[src/rtl/inst_prefetch.sv]
// Instruction prefetch queue: credit-limited fetch issue, in-order response queue, redirect with stale drain.
// Optional PREFETCH_BYPASS_EN: a response arriving at an empty queue is presented to decode in the same cycle.
module inst_prefetch #(
  parameter int          DEPTH    = 4,
  parameter logic [31:0] RESET_PC = 32'h00000000
) (
  input  logic        clk,
  input  logic        rst,
  output logic        imem_req,
  output logic [31:0] imem_addr,
  input  logic        imem_ready,
  input  logic        imem_rvalid,
  input  logic [31:0] imem_rdata,
  input  logic        redirect,
  input  logic [31:0] redirect_pc,
  output logic        inst_valid,
  output logic [31:0] inst,
  output logic [31:0] inst_pc,
  input  logic        inst_ready,
  output logic        dbg_state
);

  localparam int PW = (DEPTH > 1) ? $clog2(DEPTH) : 1;
  localparam int CW = PW + 1;

  typedef enum logic {
    RUN   = 1'b0,
    DRAIN = 1'b1
  } state_t;

  state_t state, state_nxt;

  logic          started;
  logic [31:0]   fpc;
  logic [CW-1:0] count;
  logic [CW-1:0] outstanding;
  logic [CW-1:0] stale;
  logic [CW-1:0] out_nxt;
  logic [CW-1:0] stale_nxt;
  logic [CW:0]   credit_sum;

  logic [31:0]   q_data [DEPTH];
  logic [31:0]   q_pc   [DEPTH];
  logic [31:0]   a_addr [DEPTH];
  logic [PW-1:0] q_wr, q_rd, a_wr, a_rd;

  logic accept;
  logic rsp_ok;
  logic push;
  logic pop;
  logic bypass_take;

  // Handshakes: a fetch transfers when imem_req & imem_ready at a rising edge; a decoded
  // instruction transfers when inst_valid & inst_ready. Redirect overrides both that cycle.
  assign credit_sum = {1'b0, count} + {1'b0, outstanding};
  assign imem_req   = started && (state == RUN) && !redirect &&
                      (credit_sum < (CW+1)'(DEPTH));
  assign imem_addr  = fpc;
  assign accept     = imem_req & imem_ready;

  // Outside RUN every response belongs to a request issued before the last redirect.
  assign rsp_ok  = started && imem_rvalid && (state == RUN) && !redirect;
  assign out_nxt = outstanding + CW'(accept) - CW'(imem_rvalid);

`ifdef PREFETCH_BYPASS_EN
  logic byp;
  assign byp         = rsp_ok && (count == '0);
  assign inst_valid  = (count != '0) || byp;
  assign inst        = (count != '0) ? q_data[q_rd] : (byp ? imem_rdata   : '0);
  assign inst_pc     = (count != '0) ? q_pc[q_rd]   : (byp ? a_addr[a_rd] : '0);
  assign bypass_take = byp && inst_ready;
`else
  assign inst_valid  = (count != '0);
  assign inst        = inst_valid ? q_data[q_rd] : '0;
  assign inst_pc     = inst_valid ? q_pc[q_rd]   : '0;
  assign bypass_take = 1'b0;
`endif

  assign push      = rsp_ok && !bypass_take;
  assign pop       = (count != '0) && inst_ready && !redirect;
  assign dbg_state = (state == DRAIN);

  always_ff @(posedge clk or negedge rst) begin
    if (!rst) begin
      state <= RUN;
    end else begin
      state <= state_nxt;
    end
  end

  // Stale counts responses still owed for requests issued before the latest redirect.
  always_comb begin
    state_nxt = state;
    stale_nxt = stale;
    if (redirect) begin
      stale_nxt = out_nxt;
      state_nxt = (out_nxt != '0) ? DRAIN : RUN;
    end else if (state == DRAIN) begin
      if (imem_rvalid) begin
        stale_nxt = stale - CW'(1);
      end
      if (stale_nxt == '0) begin
        state_nxt = RUN;
      end
    end
  end

  always_ff @(posedge clk or negedge rst) begin
    if (!rst) begin
      started     <= 1'b0;
      stale       <= '0;
      outstanding <= '0;
      fpc         <= RESET_PC;
      count       <= '0;
      q_wr        <= '0;
      q_rd        <= '0;
      a_wr        <= '0;
      a_rd        <= '0;
    end else begin
      started     <= 1'b1;
      stale       <= stale_nxt;
      outstanding <= out_nxt;
      if (redirect) begin
        fpc   <= redirect_pc;
        count <= '0;
        q_wr  <= '0;
        q_rd  <= '0;
        a_wr  <= '0;
        a_rd  <= '0;
      end else begin
        if (accept) begin
          fpc <= fpc + 32'd4;
        end
        count <= count + CW'(push) - CW'(pop);
        q_wr  <= q_wr + PW'(push);
        q_rd  <= q_rd + PW'(pop);
        a_wr  <= a_wr + PW'(accept);
        a_rd  <= a_rd + PW'(rsp_ok);
      end
    end
  end

  // Storage needs no reset: outputs are masked by inst_valid and pointers are reset.
  always_ff @(posedge clk) begin
    if (push) begin
      q_data[q_wr] <= imem_rdata;
      q_pc[q_wr]   <= a_addr[a_rd];
    end
    if (accept) begin
      a_addr[a_wr] <= fpc;
    end
  end

endmodule

[config.mk]
export PLATFORM = sky130hd
export DESIGN_NAME = inst_prefetch
export DESIGN_NICKNAME = d
export VERILOG_FILES = /design/src/rtl/inst_prefetch.sv
export SDC_FILE = /design/constraint.sdc
export NUM_CORES = 1
export LEC_CHECK = 0
export CAP_MARGIN = 0
export CORE_ASPECT_RATIO = 0.7
export CORE_MARGIN = 2
export CORE_UTILIZATION = 30
export DETAILED_ROUTE_END_ITERATION = 6
export GPL_ROUTABILITY_DRIVEN = 1
export GPL_TIMING_DRIVEN = 0
export REMOVE_ABC_BUFFERS = 1
export SYNTH_ARGS = -nofsm -noshare
export SYNTH_HDL_FRONTEND = slang
export SYNTH_SLANG_ARGS = --single-unit
[constraint.sdc]
create_clock -name clk -period 7.94 [get_ports clk]
set_input_delay 1.985 -clock clk [delete_from_list [all_inputs] [get_ports clk]]
set_output_delay 1.985 -clock clk [all_outputs]
set_load 0.03 [all_outputs]
==> run_results.csv <==
group,metric,value,unit
sta,fin_crit_sh,72.3,%
layout,drive_gt1_share,19.8,%
clocking,cts_resized,0,
routing,drc,0,
placed_design,gp_congestion,0.738,
worst_setup_path,critPathArrivalTime,3.75,ns
worst_setup_path,worstSetupPathType,"in -> out",
clocking,cts_tree,"yes",
yosys,synth-seq-cells,435,
yosys,yosys_warnings,0,
global_route,grt-ovfl-total,0,
worst_setup_path,slowest_stage,"clkdlybuf4s50_1",
global_route,grt_max_degree,47,
placed_design,hpwl,25.8,mm
layout,syn2layout_area_growth,26.2,%
worst_setup_path,cp_top_family,"buffers and inverters",
die,rows,73,
routing,routed_via_density,4.76,
routing,drt_wl_total,39.0,mm
sta,min_period,5.74,ns
worst_setup_path,crit_chain,"buf_2, buf_12, nor3b_4, and3_1, clkdlybuf4s50_1",
die,ioPinCount,169,
clocking,cts_setup_buffers,0,
clocking,clock_path_buffers,3,
sta,fmax,174,MHz
global_route,antenna_found_initial,1,
routing,routedWlPerCell,20.8,um
flow_run,cap_violations,0,
yosys,ys_types,47,
worst_setup_path,critPathMaxStageDelay,0.67,ns
global_route,grt_pass1_vias,9100,
yosys,netlist_area,0.0172,mm2
yosys,netlist_instances,886,
clocking,clk_latency,0.59,ns
sta,slew_violations,0,
sta,relSlewSlack,23.4,%
clocking,numCtsBuffers,45,
clocking,numClockSinks,435,
yosys,ys.flop_type,"edfxtp_1",
sta,setup_tns,0,ns
power_and_ir_drop,ir_drop,153,uV
worst_setup_path,cp.required,5.96,ns
routing,antenna_left,0,
yosys,avgSynthCellArea,19.4,um2
global_route,grtUsageTotal,13.3,%
yosys,synth.yosys.seq_area_share,74.6,%
yosys,synth-edff-count,384,
global_route,grt_pass1_wl,58.7,mm
die,start_util,30.3,%
placed_design,dp_cells,1791,
die,die_w,290,um
sta,final-setup-viol-count,0,
layout,post-route-util,38.3,%
layout,final_nets,1172,
die,core_area,0.0566,mm2
power_and_ir_drop,power-per-cell-area,289,mW/mm2
die,die_h,204,um
power_and_ir_drop,p_total,0.00627,W
sta,clock_skew,0.0445,ns
routing,drtIter0Drc,659,
clocking,holdBufCountCts,0,
routing,drt_pre_antenna_iters,5,
yosys,synth-async-reset-ratio,11.7,%
sta,finalHoldWorstSlack,0.556,ns
layout,instances_no_fill,1875,
clocking,cts_root_buf,"clkbuf_16",
power_and_ir_drop,power.static_leakage,7.00,nW
placed_design,portBuffers,168,
worst_setup_path,startpoint_type,"input port",
clocking,h-tree-depth,2,
min_path,hold_class,"reg -> reg",
clocking,cts.clk_slew.worst_paths,0.06,ns
routing,vias,8921,
worst_setup_path,cp_max_fo,37,
die,dieArea,0.0592,mm2
sta,rsz0062_at_grt,"false",
worst_setup_path,path_buf_inv,3,
sta,worstMarginPinSlew,1.15,ns
worst_setup_path,critPathCaptureType,"output port",
run_status,status,"completed",
sta,hold_violations,0,
[logic make-up after synthesis]
family / after synthesis / synth area share (%)
flops: 435 / 74.6
compound gates: 54 / 1.93
mux: 102 / 13.0
fa+ha+maj: 14 / 1.11
buf+inv: 57 / 1.36
xor+xnor: 23 / 1.17
simple gates: 200 / 6.81
other cells: 1 / 0.0218
[synthesized netlist by cell type, types with 2 or more instances]
| library cell | n | area (um2) |
|---|---|---|
| and4_1 | 2 | 17.5 |
| a22oi_1 | 2 | 15.0 |
| nor4_1 | 2 | 12.5 |
| edfxtp_1 | 384 | 11500 |
| xor2_1 | 10 | 87.6 |
| buf_1 | 2 | 7.51 |
| nand3b_1 | 3 | 22.5 |
| nor3b_1 | 3 | 22.5 |
| nand3_1 | 13 | 65.1 |
| ha_1 | 12 | 150 |
| nor3_1 | 9 | 45.0 |
| o311ai_1 | 4 | 35.0 |
| nor2_1 | 21 | 78.8 |
| mux4_2 | 96 | 2160 |
| dfrtp_1 | 51 | 1280 |
| o21ai_1 | 20 | 100 |
| nand2_1 | 43 | 161 |
| or3_1 | 2 | 12.5 |
| o21ai_0 | 6 | 30.0 |
| nor4_4 | 2 | 42.5 |
| clkbuf_1 | 28 | 105 |
| nor2b_1 | 7 | 43.8 |
| xnor2_1 | 13 | 114 |
| nor4_2 | 2 | 25.0 |
| buf_2 | 13 | 65.1 |
| a21oi_1 | 7 | 35.0 |
| mux2_2 | 5 | 56.3 |
| fa_1 | 2 | 40.0 |
| and3_1 | 8 | 50.1 |
| nand4_4 | 2 | 42.5 |
| inv_1 | 12 | 45.0 |
| nand4_1 | 14 | 87.6 |
| and2_1 | 64 | 400 |
| a31oi_1 | 3 | 18.8 |
| o211ai_1 | 7 | 52.6 |
[state kept, by name (all words and copies together), names as in the netlist]
name and count:
outstanding 3, dbg_state 1, count 3, a_addr 128, q_wr 2, stale 3
started 1, a_wr 2, a_rd 2, q_data 128, q_pc 128, imem_addr 32
q_rd 2
[per-stage QoR]
| step | instance area (um2) | setup slack [ns] |
|---|---|---|
| final | 21700 | 2.20 |
| after global routing | 21700 | 2.08 |
| after CTS | 21700 | 2.17 |
| after detailed placement | 20200 | 2.16 |
| after global placement | 19600 | -6.52 |
| after floorplan | 17000 | 0.716 |
[final cells by class]
class / instances / area, um2
Antenna cell: 1 / 2.50
Clock buffer: 57 / 1200
Clock inverter: 26 / 307
Fill cell: 5160 / 35000
Inverter: 13 / 48.8
Multi-Input combinational cell: 394 / 4170
Sequential cell: 435 / 12800
Tap cell: 750 / 938
Timing Repair Buffer: 199 / 2180
[cell usage in the layout (no fill, tap or decap), types with 7 or more instances in the layout]
master           synthesis  layout
edfxtp_1               384     384
clkdlybuf4s50_1          0     166
mux4_2                  96      96
and2_1                  64      64
dfrtp_1                 51      47
clkbuf_16                0      45
nand2_1                 43      43
o21ai_1                 20      20
nor2_1                  21      18
nand4_1                 14      14
nand3_1                 13      13
xnor2_1                 13      13
buf_6                    0      13
inv_1                   12      12
ha_1                    12      12
buf_12                   0      12
xor2_1                  10      10
clkbuf_1                28       9
nor3_1                   9       7
nor2b_1                  7       7
a21oi_1                  7       7
o211ai_1                 7       7
clkinv_1                 0       7
[power by group]
part           switching [W]  total, W  leakage (nW)  internal [W]
Sequential          0.000107   0.00270          4.09       0.00259
Clock               0.000888   0.00213         0.730       0.00125
Combinational       0.000810   0.00143          2.18      0.000622
[worst paths after layout]
| check | start | end | slack [ns] | depth (start not counted) |
|---|---|---|---|---|
| worst max-delay path | redirect | imem_req | 2.20 | 5 |
| worst min-delay path | imem_addr[0] | a_addr[0][0] | 0.56 | 0 |
| worst max register to register | count[2] | dbg_state | 4.39 | 9 |
| worst min register to register | imem_addr[0] | a_addr[0][0] | 0.56 | 0 |
| max in group asynchronous | rst | q_rd[1] | 5.89 | 2 |
| min in group asynchronous | rst | stale[1] | 1.41 | 1 |
[metal layers]
layer	part of all wire (%)	up-vias	track usage [%]
met2	45	257	20.1
met5	0	-	0
met4	2.4	0	4.15
met1	47	4666	19.2
li1	-	3936	-
met3	5.5	62	2.88
Note: power is estimated with default switching activity, not from simulation.
